## config.mk

```make
export PLATFORM = sky130hd
export DESIGN_NAME = instruction_queue
export DESIGN_NICKNAME = d
export VERILOG_FILES = /design/src/rtl/instruction_queue_pkg.sv /design/src/rtl/instruction_queue_ram.sv /design/src/rtl/instruction_queue.sv
export SDC_FILE = /design/constraint.sdc
export NUM_CORES = 2
export LEC_CHECK = 0
export CAP_MARGIN = 15
export CORE_ASPECT_RATIO = 1.1
export CORE_MARGIN = 1
export CORE_UTILIZATION = 50
export DETAILED_ROUTE_END_ITERATION = 10
export GPL_ROUTABILITY_DRIVEN = 1
export HOLD_SLACK_MARGIN = 0.05
export PLACE_DENSITY = 0.66
export SLEW_MARGIN = 20
export SYNTH_ARGS = -nofsm -noshare
export SYNTH_HDL_FRONTEND = slang
export SYNTH_SLANG_ARGS = --single-unit
```

## constraint.sdc

```tcl
create_clock -name clk -period 7 [get_ports clk]
set_input_delay 1.4 -clock clk [delete_from_list [all_inputs] [get_ports clk]]
set_output_delay 1.4 -clock clk [all_outputs]
set_load 0.02 [all_outputs]
```

## src/rtl/instruction_queue_pkg.sv

```systemverilog
// Shared cherry queue types and defaults used by the instruction queues.
package instruction_queue_pkg;

  localparam int IQ_DEFAULT_WIDTH          = 64;
  localparam int IQ_DEFAULT_SSLW           = 2;
  localparam int IQ_DEFAULT_LOG_DEPTH      = 5;
  localparam int IQ_MIN_ALMOST_FULL_MARGIN = 3;

  typedef struct packed {
    logic [IQ_DEFAULT_WIDTH-1:0] payload;
    logic [IQ_DEFAULT_SSLW-1:0]  copy_count;
  } queue_entry_t;

endpackage

```

## src/rtl/instruction_queue_ram.sv

```systemverilog
// Simple dual-port queue body: one write port, one registered read port.
// The read register doubles as the queue's output register (holds when re=0).
module queue_ram #(
  parameter int W         = 66,
  parameter int LOG_DEPTH = 5
) (
  input  logic                 clk,
  input  logic                 we,
  input  logic [LOG_DEPTH-1:0] waddr,
  input  logic [W-1:0]         wdata,
  input  logic                 re,
  input  logic [LOG_DEPTH-1:0] raddr,
  output logic [W-1:0]         rdata
);

  logic [W-1:0] mem [2**LOG_DEPTH];

  always_ff @(posedge clk) begin
    if (we) mem[waddr] <= wdata;
    if (re) rdata <= mem[raddr];
  end

endmodule

```

## src/rtl/instruction_queue.sv

```systemverilog
// Decoupling FIFO between control unit and cherry core; RAM body plus output
// register with valid/ready, registered almost_full/full and sticky overflow.
module instruction_queue
  import instruction_queue_pkg::*;
#(
  parameter int WIDTH                 = IQ_DEFAULT_WIDTH,
  parameter int SUPERSCALAR_LOG_WIDTH = IQ_DEFAULT_SSLW,
  parameter int LOG_DEPTH             = IQ_DEFAULT_LOG_DEPTH,
  parameter int ALMOST_FULL_MARGIN    = 4
) (
  input  logic                             clk,
  input  logic                             reset,
  input  logic                             flush,
  input  logic                             we,
  input  logic [WIDTH-1:0]                 wdata,
  input  logic [SUPERSCALAR_LOG_WIDTH-1:0] wcopy_count,
  output logic                             almost_full,
  output logic                             full,
  output logic                             out_valid,
  input  logic                             out_ready,
  output logic [WIDTH-1:0]                 out_data,
  output logic [SUPERSCALAR_LOG_WIDTH-1:0] out_copy_count,
  output logic [LOG_DEPTH:0]               count,
  output logic                             overflow
);

  localparam int DEPTH = 2**LOG_DEPTH;
  localparam int EW    = WIDTH + SUPERSCALAR_LOG_WIDTH;
  localparam logic [LOG_DEPTH:0] AF_LEVEL   = (LOG_DEPTH+1)'(DEPTH - ALMOST_FULL_MARGIN);
  localparam logic [LOG_DEPTH:0] FULL_LEVEL = (LOG_DEPTH+1)'(DEPTH);

  // The producer needs three cycles to react to almost_full.
  if (ALMOST_FULL_MARGIN < IQ_MIN_ALMOST_FULL_MARGIN) begin : g_margin_check
    $error("instruction_queue: ALMOST_FULL_MARGIN must be >= 3");
  end

  typedef struct packed {
    logic [WIDTH-1:0]                 payload;
    logic [SUPERSCALAR_LOG_WIDTH-1:0] copy_count;
  } entry_t;

  entry_t               wentry, rentry;
  logic [LOG_DEPTH-1:0] wr_ptr, rd_ptr;
  logic [LOG_DEPTH:0]   ram_count, count_next;
  logic                 pop, push, load, ram_we, ram_re;

  always_comb begin
    pop        = out_valid && out_ready;
    push       = we && (!full || pop);
    // Entries still in the RAM body, i.e. not yet in the output register.
    ram_count  = count - (LOG_DEPTH+1)'(out_valid);
    load       = (!out_valid || pop) && (ram_count != '0);
    count_next = count + (LOG_DEPTH+1)'(push) - (LOG_DEPTH+1)'(pop);
    ram_we     = push && !flush && !reset;
    ram_re     = load && !flush && !reset;
    wentry     = '{payload: wdata, copy_count: wcopy_count};
  end

  queue_ram #(.W(EW), .LOG_DEPTH(LOG_DEPTH)) u_ram (
    .clk   (clk),
    .we    (ram_we),
    .waddr (wr_ptr),
    .wdata (wentry),
    .re    (ram_re),
    .raddr (rd_ptr),
    .rdata (rentry)
  );

  assign out_data       = rentry.payload;
  assign out_copy_count = rentry.copy_count;

  always_ff @(posedge clk) begin
    if (reset || flush) begin
      wr_ptr      <= '0;
      rd_ptr      <= '0;
      count       <= '0;
      out_valid   <= 1'b0;
      almost_full <= 1'b0;
      full        <= 1'b0;
    end else begin
      if (push) wr_ptr <= wr_ptr + LOG_DEPTH'(1);
      if (load) rd_ptr <= rd_ptr + LOG_DEPTH'(1);
      count       <= count_next;
      out_valid   <= load || (out_valid && !pop);
      almost_full <= count_next >= AF_LEVEL;
      full        <= count_next == FULL_LEVEL;
    end
  end

  // Sticky until reset; flush deliberately leaves it alone.
  always_ff @(posedge clk) begin
    if (reset) overflow <= 1'b0;
    else if (!flush && we && full && !pop) overflow <= 1'b1;
  end

endmodule

```

## Word level (Yosys, flattened, before mapping)

Memories as Yosys holds them, arrays and structs flattened. A register that Yosys moved wholly into a read port is not among the register bits.
Index checks and enable logic that the tools add are counted.

- $add $sub $neg: 5
- Magnitude comparators: 1
- Equality and inequality tests: 1
- Multiplexer cells: 2
- Reductions and logical operators: 21

Operator list:

| kind | number |
|---|---|
| $sub A6 B1 Y6 | 2 |
| $logic_and A1 B1 Y1 | 11 |
| $add A5 B1 Y5 const B | 2 |
| $add A6 B1 Y6 | 1 |
| $eq A6 B6 Y1 const B | 1 |
| $ge A6 B5 Y1 const B | 1 |
| $reduce_bool A6 Y1 | 1 |
| $logic_not A1 Y1 | 5 |
| $logic_or A1 B1 Y1 | 4 |
| $mux W1 | 2 |

- Flip-flop bits (word level): 20
- Bits in writable memories: 2,112
- Input port bits: 71
- Memories: 1

Memory list:

| name | depth | bits a word | rd ports | clocked after Yosys merged registers in | wr ports | RTL line | RTL |
|---|---|---|---|---|---|---|---|
| u_ram.mem | 32 | 66 | 1 | 1 | 1 | instruction_queue_ram.sv:16 | `logic [W-1:0] mem [2**LOG_DEPTH];` |

## Longest topological paths before layout

- Word-level depth: 7
- Depth in mapped cells: 14
- Depth with buffers taken out: 13

## Modules after synthesis

Synthesis repeated with hierarchy kept, for this count alone.

- Cell total of the unflattened synthesis: 3,329
- Area, all modules: 83,326.2 um2

Modules (own cells, without submodules):

| module | instances | cells an instance | area each (um2) | seq. area each (um2) |
|---|---|---|---|---|
| queue_ram | 1 | 3,197 | 82,112.5 | 65,402.7 |
| instruction_queue | 1 | 132 | 1,213.7 | 400.4 |

## Worst setup path before layout

Ideal clock, no wire load.

- Path kind: input-to-reg
- Start point: input out_ready
- End point: memory u_ram.mem[14][0], enable pin
- Library setup time: 0.491 ns
- Arrival: 5.047 ns
- Data required time: 6.509 ns
- Slack: 1.463 ns
- Stages: 4
- Buffers on the path: 0
- Cell sequence: a21boi_0 > nor4b_1 > nand2_1 > nor2_1

- Longest elaborated chain between the ends: 7

Ends and longest elaborated chain:

| what | RTL line | RTL |
|---|---|---|
| start: declaration | instruction_queue.sv:20 | `input logic out_ready,` |
| $logic_and A1 B1 Y1 | instruction_queue.sv:48 | `pop = out_valid && out_ready;` |
| $logic_or A1 B1 Y1 | instruction_queue.sv:49 | `push = we && (!full \|\| pop);` |
| $logic_and A1 B1 Y1 | instruction_queue.sv:49 |  |
| $logic_and A1 B1 Y1 (2 in series) | instruction_queue.sv:54 | `ram_we = push && !flush && !reset;` |
| $mux W1 | instruction_queue_ram.sv:19 | `if (we) mem[waddr] <= wdata;` |
| $mux W1 (not written as such) | instruction_queue_ram.sv:19 |  |
| end: declaration | instruction_queue_ram.sv:16 |  |

No other way between the ends.

## Worst setup path after layout

- Start point: input out_ready
- End point: memory u_ram.mem[23][13], enable pin

Same word-level chain as after synthesis.

==> qor_table.md <==
| Metric | Reported | Unit |
|---|---|---|
| Starting DRC count in detailed routing | 4,600 | - |
| Cell internal power dissipation | 22,500 | uW |
| Worst-Skew Late Latency | 860 | ps |
| Achievable Freq | 0.216 | GHz |
| Critical Path Sink Type | flop | - |
| Hold violation count in the final report | 0 | - |
| Largest net degree at the start of global routing | 110 | - |
| Number of distinct library cells after synthesis | 46 | - |
| Clk sinks | 2,198 | - |
| FP Rows | 155 | - |
| Async S/R FF share, synth | 0 | % |
| Net Switching | 6480 | uW |
| Cell type with the highest aggregate area in the netlist | edfxtp_1 | - |
| Cells after Synth | 3,477 | - |
| Multi-input gate area in the final layout | 15,900 | um2 |
| Required time of the critical path | 7480 | ps |
| Synthesized net count | 3,564 | - |
| Worst-path fanout max | 24 | - |
| Per-cell via count in the routed design | 6.36 | - |
| HPWL Detailed | 113,000 | um |
| Area occupied by registers | 65,800 | um2 |
| Total number of yosys warnings | 0 | - |
| Share of layout cells above drive strength 1 | 26.1 | % |
| Effective utilization at floorplan | 50.5 | % |
| Most frequent cells after synthesis | edfxtp_1 (2,178), mux4_2 (518), a22oi_1 (117), buf_2 (84), o22ai_1 (64) | - |
| Proportion of power drawn by flip-flops and latches | 50.7 | % |
| Unrepaired setup endpoints after global routing | false | - |
| Startpoint types | input port | - |
| PostCTS Resize Cnt | 0 | - |
| Clock root buffer master | clkbuf_16 | - |
| Sequential fraction of the synthesis area | 79.9 | % |
| Final worst-path cycle share | 66.2 | % |
| Routed Antenna Nets | 0 | - |
| Power density over cell area | 309 | nW/um2 |
| Static leakage | 0.0282 | uW |
| Total CTS buffers | 207 | - |
| Final standard cell utilization of the core | 57.7 | % |
| Total Die Area | 166,000 | um2 |
| Outcome | finished clean | - |
| Number of filler instances in the final layout | 11,600 | - |
| Number of enable-type register cells in the synthesized netlist | 2,178 | - |
| Mean instance size in the synthesized netlist | 23.7 | um2 |
| First-pass GRT wire length | 287,000 | um |
| Final routed DRC violation total | 0 | - |
| Total wire length after detailed routing | 201,000 | um |
| Total number of vias | 38,600 | - |
| CTS Buffer Depth | 3 | - |
| Setup TNS | 0 | ps |
| Synth top area share | 79.5 | % |
| Clk pwr share | 39.2 | % |
| Overall track demand over capacity in global routing | 24.4 | % |
| Slew @ Worst Pin | 1120 | ps |
| Number of antenna violations at the first check in global routing | 6 | - |
| Post-CTS Setup Repair Bufs | 0 | - |
| Biggest area contributors in the synthesized netlist | edfxtp_1 (79%), mux4_2 (14%), a22oi_1 (1.1%) | - |
| Switching power as a share of total power | 22.3 | % |
| Die span in x | 389 | um |
| Maximum vdd drop | 0.285 | mV |
| Max Transition Viols Final | 0 | - |
| Count leader, synth | edfxtp_1 | - |
| Vias in the first global route | 39,000 | - |
| Layout Skew | 45.3 | ps |
| Minimum period implied by the final worst setup slack | 4640 | ps |
| FF-to-FF setup slack | 3010 | ps |
| Area growth, synth to finish | 14.2 | % |
| Max_slew headroom | 25.5 | % |
| Ordered list of cells on the worst path | clkdlybuf4s50_1, a21boi_0, nor4b_2, nand2_1, nor2_4, buf_4 | - |
| Longest individual stage delay on the worst path | 990 | ps |
| Length of the first detailed-routing pass in iterations | 5 | - |
| I/O pin total | 147 | - |
| Combinational share of power | 10.1 | % |
| Worst setup path class | in2reg | - |
| Core area | 163,000 | um2 |
| Final-report setup violation count | 0 | - |
| NumNets Final | 3,864 | - |
| Hold buffer count at CTS | 0 | - |
| CTS clk-pin slew, worst paths | 60 | ps |
| Flop and latch count out of synthesis | 2,198 | - |
| Drt wl/cell | 33.1 | um |
| Count of maximum capacitance violations | 0 | - |
| Slowest CP cell | nor2_4 | - |
| IO Port Bufs | 146 | - |
| CTS H-tree depth | 4 | - |
| Kind of path behind the tightest hold check | reg2reg | - |
| Worst hold slack | 474 | ps |
| Clock tree from TritonCTS | yes | - |
| Total global routing overflow | 0 | - |
| Vertical extent of the die | 428 | um |
| Synthesized cell area | 82,300 | um2 |
| Most used flip-flop cell after synthesis | edfxtp_1 | - |
| Routability cong. | 0.788 | - |
| Arrival time of the worst setup path | 5110 | ps |
==> layer usage <==
metal / vias to the layer above / GRT usage (%) / share of wire (%)
met2: 1805 / 39.9 / 50
met1: 20900 / 34.4 / 40
met5: - / 0 / 0.013
met3: 266 / 4.26 / 7.8
met4: 4 / 6.53 / 2.4
li1: 15700 / - / -
==> power by group through the flow <==
| stage | Sequential [uW] | Clock (uW) | Combinational, uW |
|---|---|---|---|
| CTS | 14700 | 11500 | 3010 |
| global placement | 15000 | 0 | 2990 |
| floorplan | 15000 | 0 | 2010 |
| global route | 14700 | 12000 | 3140 |
| finish | 14700 | 11400 | 2940 |
| detailed placement | 15000 | 0 | 3000 |
==> per-stage QoR <==
step                instances  area (um2)  setup slack [ps]  total power (uW)
floorplan                3477       82300              1460             17000
global placement         5682       87100              1260             18000
detailed placement       5685       87100              1330             18000
CTS                      6068       94000              2220             29200
global route             6070       94000              2140             29800
finish                   6072       94000              2360             29000
==> path summary, 6_finish.rpt <==
check                           cells past startpoint  startpoint                end
worst max-delay path                                6   out_ready  u_ram.mem[23][13]
worst min register to register                      2    overflow           overflow
worst min-delay path                                2    overflow           overflow
worst max register to register                      5   out_valid  u_ram.mem[23][13]
==> area by class of cell <==
cell class | count | area share (%)
flip-flops and latches | 2198 | 70.0
inverters | 17 | 0.0705
multi-input cells | 1076 | 16.9
diodes | 2 | 0.00532
clock inverters | 128 | 1.54
well taps | 2119 | 2.82
clock buffers | 255 | 5.82
repair buffers | 277 | 2.86
==> worst max-delay path: cells and delay by family <==
| kind | cells | cell delay [ps] |
|---|---|---|
| simple gates | 3 | 2460 |
| compound gates | 1 | 150 |
| buf+inv | 2 | 1050 |
==> sequential cells by signal, indices dropped and copies added, names as in the netlist <==
signal	count
u_ram.mem	2112
u_ram.rdata	66
count	6
rd_ptr	5
wr_ptr	5
almost_full	1
full	1
out_valid	1
overflow	1
==> cells in the final DEF, fill, tap and decap left out, types with 7 or more instances in the layout <==
| master | synthesis | layout |
|---|---|---|
| edfxtp_1 | 2178 | 2178 |
| mux4_2 | 518 | 518 |
| clkbuf_16 | 0 | 212 |
| clkdlybuf4s50_1 | 0 | 119 |
| a22oi_1 | 117 | 117 |
| buf_4 | 20 | 101 |
| o22ai_1 | 64 | 64 |
| a31oi_1 | 57 | 57 |
| o221ai_1 | 55 | 55 |
| clkinv_1 | 0 | 48 |
| clkbuf_1 | 56 | 43 |
| mux2i_1 | 41 | 41 |
| nor2_4 | 0 | 36 |
| clkinv_2 | 0 | 34 |
| buf_12 | 0 | 29 |
| nor2_1 | 63 | 28 |
| buf_2 | 84 | 27 |
| bufinv_16 | 0 | 26 |
| nand2_1 | 23 | 21 |
| a21oi_1 | 20 | 20 |
| dfxtp_1 | 20 | 17 |
| inv_1 | 16 | 16 |
| ha_1 | 15 | 15 |
| nor2b_1 | 14 | 12 |
| nand3_1 | 9 | 9 |
| o211ai_1 | 8 | 8 |
| mux2_2 | 7 | 7 |
| a211oi_1 | 7 | 7 |
==> kinds of logic after synthesis <==
kind of cell               after synthesis  synth area share [%]
AOI/OAI and AO/OA                      337                  2.91
adders and majority gates               16                 0.252
xor gates and xnor gates                 8                0.0851
muxes                                  566                  14.8
DFF                                   2198                  79.9
buffers and inverters                  203                  1.18
and+or+nand+nor                        149                 0.872
(Power assumes the default switching activity.)
